$ cat src/rtl/bids22_pkg.sv
// Shared types and default widths for the bids22 auction datapath.
package bids22_pkg;

    localparam int AMT_W_DEF = 16;
    localparam int BAL_W_DEF = 32;

    typedef enum logic [1:0] {
        ERR_OK       = 2'b00,
        ERR_INACTIVE = 2'b01,
        ERR_FUNDS    = 2'b10,
        ERR_INVALID  = 2'b11
    } err_t;

    typedef enum logic [1:0] {
        UNLOCKED = 2'b00,
        LOCKED   = 2'b01,
        ACTIVE   = 2'b10,
        SETTLE   = 2'b11
    } port_state_t;

endpackage

$ cat src/rtl/bids22_bidder_port_if.sv
// Bidder request/response handshake between one bidder and its port.
interface bids22_bidder_port_if #(
    parameter int AMT_W = 16
);
    logic             bid;
    logic             retract;
    logic [AMT_W-1:0] bidAmt;
    logic             ack;
    logic [1:0]       err;

    modport master (output bid, output retract, output bidAmt, input ack, input err);
    modport slave  (input bid, input retract, input bidAmt, output ack, output err);
endinterface

$ cat src/rtl/bids22_bid_ledger.sv
// Combinational funds arithmetic: spendable plus held amount, affordability
// check and the balances that result from placing or releasing a bid.
module bids22_bid_ledger #(
    parameter int AMT_W = 16,
    parameter int BAL_W = 32
) (
    input  logic [BAL_W-1:0] balance,
    input  logic [AMT_W-1:0] bid_value,
    input  logic [AMT_W-1:0] bid_amt,
    output logic             funds_ok,
    output logic [BAL_W-1:0] bal_after_bid,
    output logic [BAL_W-1:0] bal_after_release,
    output logic             carry
);

    logic [BAL_W:0]   avail;
    logic [BAL_W-1:0] amt_ext;
    logic [BAL_W-1:0] hold_ext;

    assign amt_ext  = {{(BAL_W-AMT_W){1'b0}}, bid_amt};
    assign hold_ext = {{(BAL_W-AMT_W){1'b0}}, bid_value};

    // One extra bit so the sum is exact; the carry must stay clear because
    // hold and balance always come from a single loaded value.
    assign avail = {1'b0, balance} + {1'b0, hold_ext};

    assign funds_ok          = ({1'b0, amt_ext} <= avail);
    assign bal_after_release = avail[BAL_W-1:0];
    assign bal_after_bid     = avail[BAL_W-1:0] - amt_ext;
    assign carry             = avail[BAL_W];

endmodule

$ cat src/rtl/bids22_bidder_port.sv
// Per-bidder responder: validates bid/retract requests against round state
// and balance, escrows the held bid and settles it when the round ends.
module bids22_bidder_port
    import bids22_pkg::*;
#(
    parameter int AMT_W = AMT_W_DEF,
    parameter int BAL_W = BAL_W_DEF
) (
    input  logic                 clk,
    input  logic                 reset_n,
    bids22_bidder_port_if.slave  bus,
    input  logic                 load_en,
    input  logic [BAL_W-1:0]     load_data,
    input  logic                 lock,
    input  logic                 unlock,
    input  logic                 round_start,
    input  logic                 round_end,
    input  logic                 win_in,
    output logic                 win,
    output logic                 cfg_err,
    output logic [BAL_W-1:0]     balance,
    output logic                 bid_valid,
    output logic [AMT_W-1:0]     bid_value
);

    port_state_t      state, state_n;
    logic             win_hold, win_hold_n;
    logic             ack_q, ack_n;
    err_t             err_q, err_n;
    logic             win_n, cfg_err_n;
    logic [BAL_W-1:0] balance_n;
    logic             bid_valid_n;
    logic [AMT_W-1:0] bid_value_n;

    logic             funds_ok;
    logic [BAL_W-1:0] bal_after_bid;
    logic [BAL_W-1:0] bal_after_release;
    logic             carry;
    logic             req;

    bids22_bid_ledger #(
        .AMT_W(AMT_W),
        .BAL_W(BAL_W)
    ) u_ledger (
        .balance          (balance),
        .bid_value        (bid_value),
        .bid_amt          (bus.bidAmt),
        .funds_ok         (funds_ok),
        .bal_after_bid    (bal_after_bid),
        .bal_after_release(bal_after_release),
        .carry            (carry)
    );

    assign req     = bus.bid | bus.retract;
    assign bus.ack = ack_q;
    assign bus.err = err_q;

    always_ff @(posedge clk or negedge reset_n) begin
        if (!reset_n) begin
            state     <= UNLOCKED;
            win_hold  <= 1'b0;
            ack_q     <= 1'b0;
            err_q     <= ERR_OK;
            win       <= 1'b0;
            cfg_err   <= 1'b0;
            balance   <= '0;
            bid_valid <= 1'b0;
            bid_value <= '0;
        end else begin
            state     <= state_n;
            win_hold  <= win_hold_n;
            ack_q     <= ack_n;
            err_q     <= err_n;
            win       <= win_n;
            cfg_err   <= cfg_err_n;
            balance   <= balance_n;
            bid_valid <= bid_valid_n;
            bid_value <= bid_value_n;
        end
    end

    // Priority inside a state: round_end, then bidder request, then control pulses.
    always_comb begin
        state_n     = state;
        win_hold_n  = win_hold;
        ack_n       = 1'b0;
        err_n       = ERR_OK;
        win_n       = 1'b0;
        cfg_err_n   = 1'b0;
        balance_n   = balance;
        bid_valid_n = bid_valid;
        bid_value_n = bid_value;

        case (state)
            UNLOCKED: begin
                if (req) begin
                    err_n = ERR_INACTIVE;
                end else begin
                    if (load_en)     balance_n = load_data;
                    if (round_start) cfg_err_n = 1'b1;
                    if (lock)        state_n   = LOCKED;
                end
            end
            LOCKED: begin
                if (req) begin
                    err_n = ERR_INACTIVE;
                end else begin
                    if (load_en) cfg_err_n = 1'b1;
                    if (round_start)  state_n = ACTIVE;
                    else if (unlock)  state_n = UNLOCKED;
                end
            end
            ACTIVE: begin
                if (round_end) begin
                    state_n    = SETTLE;
                    win_hold_n = win_in;
                    if (req) err_n = ERR_INACTIVE;
                end else if (bus.bid && bus.retract) begin
                    err_n = ERR_INVALID;
                end else if (bus.bid) begin
                    if (funds_ok) begin
                        balance_n   = bal_after_bid;
                        bid_value_n = bus.bidAmt;
                        bid_valid_n = 1'b1;
                        ack_n       = 1'b1;
                    end else begin
                        err_n = ERR_FUNDS;
                    end
                end else if (bus.retract) begin
                    if (bid_valid) begin
                        balance_n   = bal_after_release;
                        bid_valid_n = 1'b0;
                        bid_value_n = '0;
                        ack_n       = 1'b1;
                    end else begin
                        err_n = ERR_INVALID;
                    end
                end else if (load_en || lock || unlock) begin
                    cfg_err_n = 1'b1;
                end
            end
            SETTLE: begin
                if (req) err_n = ERR_INACTIVE;
                // A winning hold is consumed; anything else goes back to the bidder.
                if (win_hold && bid_valid) win_n = 1'b1;
                else                       balance_n = bal_after_release;
                bid_valid_n = 1'b0;
                bid_value_n = '0;
                win_hold_n  = 1'b0;
                state_n     = LOCKED;
            end
            default: state_n = UNLOCKED;
        endcase
    end

    carry_clear: assert property (@(posedge clk) disable iff (!reset_n) !carry);

endmodule

$ cat src/flat_wrapper.sv
// flat-port wrapper written by rule: the top's interface ports become plain ports
module bids22_bidder_port_flat import bids22_pkg::*;
#(
    parameter int AMT_W = AMT_W_DEF,
    parameter int BAL_W = BAL_W_DEF
)
  (clk, reset_n, load_en, load_data, lock, unlock, round_start, round_end, win_in, win, cfg_err, balance, bid_valid, bid_value, bus_bid, bus_retract, bus_bidAmt, bus_ack, bus_err);
  bids22_bidder_port_if #(.AMT_W(AMT_W)) bus_i ();
  input  logic clk;
  input  logic reset_n;
  input  logic load_en;
  input  logic [BAL_W-1:0] load_data;
  input  logic lock;
  input  logic unlock;
  input  logic round_start;
  input  logic round_end;
  input  logic win_in;
  output logic win;
  output logic cfg_err;
  output logic [BAL_W-1:0] balance;
  output logic bid_valid;
  output logic [AMT_W-1:0] bid_value;
  input wire logic [$bits(bus_i.bid)-1:0] bus_bid;
  input wire logic [$bits(bus_i.retract)-1:0] bus_retract;
  input wire logic [$bits(bus_i.bidAmt)-1:0] bus_bidAmt;
  output wire logic [$bits(bus_i.ack)-1:0] bus_ack;
  output wire logic [$bits(bus_i.err)-1:0] bus_err;
  assign bus_i.bid = bus_bid;
  assign bus_i.retract = bus_retract;
  assign bus_i.bidAmt = bus_bidAmt;
  assign bus_ack = bus_i.ack;
  assign bus_err = bus_i.err;
  bids22_bidder_port #(.AMT_W(AMT_W), .BAL_W(BAL_W)) u_core (.clk(clk), .reset_n(reset_n), .bus(bus_i), .load_en(load_en), .load_data(load_data), .lock(lock), .unlock(unlock), .round_start(round_start), .round_end(round_end), .win_in(win_in), .win(win), .cfg_err(cfg_err), .balance(balance), .bid_valid(bid_valid), .bid_value(bid_value));
endmodule
$ cat config.mk
export PLATFORM = sky130hd
export DESIGN_NAME = bids22_bidder_port_flat
export DESIGN_NICKNAME = d
export VERILOG_FILES = /design/src/rtl/bids22_pkg.sv /design/src/rtl/bids22_bidder_port_if.sv /design/src/rtl/bids22_bid_ledger.sv /design/src/rtl/bids22_bidder_port.sv /design/src/flat_wrapper.sv
export SDC_FILE = /design/constraint.sdc
export NUM_CORES = 1
export LEC_CHECK = 0
export BUFFER_PORTS_ARGS = -buffer_cell sky130_fd_sc_hd__buf_2
export CAP_MARGIN = 20
export CELL_PAD_IN_SITES_DETAIL_PLACEMENT = 0
export CELL_PAD_IN_SITES_GLOBAL_PLACEMENT = 1
export CORE_ASPECT_RATIO = 0.9
export CORE_MARGIN = 4
export CORE_UTILIZATION = 43
export DETAILED_ROUTE_END_ITERATION = 6
export GPL_TIMING_DRIVEN = 1
export HOLD_SLACK_MARGIN = 0.06
export MAX_ROUTING_LAYER = met4
export PLACE_DENSITY = 0.93
export SLEW_MARGIN = 20
export SYNTH_ARGS = -nofsm -noshare
export SYNTH_HDL_FRONTEND = slang
export SYNTH_SLANG_ARGS = --single-unit
$ cat constraint.sdc
create_clock -name clk -period 5.25 [get_ports clk]
set_input_delay 1.05 -clock clk [delete_from_list [all_inputs] [get_ports clk]]
set_output_delay 1.05 -clock clk [all_outputs]
set_load 0.01 [all_outputs]
==> impl_results.md <==
* Max cap viols at 0
* Status: finished clean
* Post-Syn Area at between 5000 and 6000 sq um
* CP cell instances: ha_1 -> fa_1 -> a211oi_2 -> o21ai_2 -> o22a_1 -> a31oi_1 -> xnor2_1 -> ha_1 -> a21oi_1 -> o21bai_1 -> a21oi_1 -> o21ai_0 -> a221oi_1 -> or4_1 -> nor3_4 -> buf_4 -> nor4_4 -> buf_4 -> a22o_1
* Layout cells sized above 1 at 24.1%
* Total number of yosys warnings at 0
* Post-Layout Cell Count at roughly 980
* Sequential cell area fraction in the yosys report at between 20% and 30%
* CTS tree: done
* FF-to-FF setup slack at 0.30 ns
* Min Hold Slack at around 0.51 ns
* Final HPWL DP at around 14 mm
* Placer Congestion at 0.957
* DR vias at roughly 5700
* Static Leakage at 3.47 nW
* Post-synth ARST share at 100%
* R2r startpoint: u_core.bid_value[0]
* Worst EP arrival at 5.23 ns
* Max Clock Skew at 0.0107 ns
* Post-synth EDFFs at 0
* Worst path max stage delay at 0.52 ns
* Max Clk Rate at between 200 and 250 MHz
* GRT Overall Usage at 23.1%
* Avg Inst Size Synth at ~8.5 sq um
* Floorplan Core Area at 13400 sq um
* Post-placement cell area at approximately 6700 sq um
* Peak supply drop at 290 uV
* Slowest cell on crit path: nor4_4
* Worst setup SP type: register
* Fillers at 1298
* Hold depth at 2
* Final Hold Vio Count at 0
* RR Endpoint: u_core.bid_value[1]
* Largest net degree at the start of global routing at 58
* Hold path start: u_core.win_hold
* Gr ovfl total at 0
* Final setup fails at 0
* Die area at 15700 sq um
* Drt pass-1 iters at 5
* Clock sink total at 57
* Die span in x at around 130 um
* Number of global-route vias before repair at 5337
* Starting Density at 44.1%
* Yosys cell types at 77
* Syn Nets at 808
* Initial antenna violation count at 1
* Tightest Pin Transition at ~1.0 ns
* Reg clk slew, reported paths at about 0.050 ns
* Worst-path fanout max at 12
* NumNets Final at 918
* CTS Root Cell: clkbuf_16
* Slew headroom at 31.9%
* # port buffers at approximately 110
* Routed WL at 17.7 mm
* Residual DRC at 0
* Hold Crit Class: reg2reg
* Rows at 40
* CTS Hold Bufs at 0
* Die H at 119 um
* Worst reg2reg path depth at 19
* Post-layout min period at around 5 ns
* Top-level port count at about 110
* CP Capture Type: register
* Pwr Density at 826 nW/um^2
* Seq cells post-synth at 57
* Area Overhead vs Synth at 17.8%
* Critical Path RT at around 5.5 ns
* Total CTS buffers at 9
* Vias/cell at 5.82
* Wire per inst at 18.1 um
* Worst-Skew Late Latency at 0.35 ns
* Hold Path Sink: u_core.win_hold
* First-pass GRT wire length at 28.3 mm
* Max-slew violations at 0
* Ys flop type: dfrtp_1
* Setup CP Type: reg2reg
* Clock tree buffer depth at 2
* Fin area at about 7000 sq um
* Antenna Nets Post-Route at 0
* H-tree Lvls at 3
* 1st-iter DRT viols at 664
* Cells after Synth at 695
* Placed cell count at 960
* Final critical-path share of the clock period at 94.3%
==> cell usage after synthesis, types with 4 or more instances <==
master	count	area, sq um
nand2_1	69	259
dfrtp_1	57	1430
ha_1	53	663
inv_1	53	199
a21oi_1	52	260
o21ai_0	44	220
nor2_1	42	158
xnor2_1	28	245
mux2_4	24	360
xor2_1	20	175
clkbuf_1	19	71.3
a21o_1	16	120
a22o_1	16	140
nand3_1	16	80.1
o221ai_1	13	114
a22oi_1	12	90.1
nand4_1	11	68.8
and3_1	10	62.6
nor3_1	10	50.1
mux2i_1	8	80.1
o21a_1	8	60.1
a31oi_1	6	37.5
o211ai_1	6	45.0
a221oi_1	5	43.8
nor2b_1	5	31.3
and4_1	4	35.0
buf_6	4	45.0
nand2b_1	4	25.0
o2111ai_1	4	35.0
o21ai_1	4	20.0
o21bai_1	4	30.0
==> power breakdown <==
part           total (mW)  switching (mW)  internal [mW]
sequential          0.924           0.272          0.652
clock               0.508           0.196          0.312
combinational        4.32            2.44           1.88
total                5.75            2.90           2.85
==> worst max-delay path by stage <==
stage / endpoint / slack [ns] / cells after the start / start
6_report: u_core.bid_value[1] / 0.30 / 19 / u_core.bid_value[0]
5_1_grt: u_core.balance[29] / -0.07 / 20 / u_core.balance[0]
4_1_cts: u_core.balance[29] / 0.06 / 20 / u_core.balance[0]
3_5_place_dp: u_core.balance[29] / 0.03 / 20 / u_core.balance[0]
3_3_place_gp: u_core.balance[29] / 0.17 / 20 / u_core.balance[0]
2_1_floorplan: u_core.balance[29] / 0.34 / 20 / u_core.balance[0]
==> critical path: cells and delay by family, from the launching register on <==
kind,cells,cell delay [ns]
compound gates,10,1.87
fa+ha+maj,3,1.06
simple gates,3,0.81
buf+inv,2,0.46
flops,1,0.40
xor+xnor,1,0.25
==> cells by family (layout without fill, tap and decap cells) <==
logic type / Yosys count / after routing / share of synthesized area [%]
buffers and inverters: 84 / 197 / 6.10
flip-flops: 57 / 57 / 24.1
AND/OR/NAND/NOR: 190 / 190 / 15.9
XOR/XNOR: 49 / 49 / 7.39
multiplexers: 35 / 35 / 8.02
adder cells (fa/ha/maj): 55 / 55 / 11.9
other: 0 / 1 / 0
AO/OA/AOI/OAI: 225 / 225 / 26.5
==> cell type report <==
class,instances,area (sq um),share of cell area [%]
timing repair buffer,129,703,10.1
tap,168,210,3.02
sequential,57,1430,20.5
clock buffer,13,240,3.45
clock inverter,1,5.00,0.0719
multi-input combinational,554,4170,59.9
inverter,54,203,2.91
antenna,1,2.50,0.0360
==> sequential cells by signal, summed over array words and instances (netlist names) <==
register	cells
u_core.bid_valid	1
u_core.win	1
u_core.state	2
u_core.balance	32
u_core.cfg_err	1
u_core.bus.err	2
u_core.bid_value	16
u_core.bus.ack	1
u_core.win_hold	1
==> metal layers <==
layer / routed length (um) / GRT usage (%) / up-vias / part of all wire, %
met2: 7780 / 33.6 / 200 / 44
li1: - / - / 2766 / -
met3: 1030 / 3.76 / 21 / 5.8
met4: 300 / 7.35 / 0 / 1.7
met5: 0 / - / - / 0
met1: 8550 / 33.0 / 2700 / 48
==> timing repair <==
| item | in CTS | in global routing |
|---|---|---|
| buffers inserted | 0 | 2 |
| resized for setup | 0 | 7 |
| setup endpoints to repair | 0 | 17 |
==> cells in the final DEF (no fill, tap or decap), types with 20 or more instances in the layout <==
cell,instances
nor2_1,41
nand2_1,69
buf_2,111
a21oi_1,52
inv_1,53
ha_1,53
dfrtp_1,57
xnor2_1,27
xor2_1,20
mux2_4,24
o21ai_0,43
==> through the flow <==
stage	util (%)	worst slack (ns)	setup TNS [ns]	total power, mW
after floorplan	-	0.345	0	4.08
after global placement	49.8	0.172	0	5.12
after detailed placement	49.8	0.0325	0	5.14
after CTS	51.6	0.0559	0	5.68
after global routing	51.9	-0.0663	-0.0783	6.25
final	51.9	0.301	0	5.75
No activity file was read; power rests on OpenSTA's default activity.
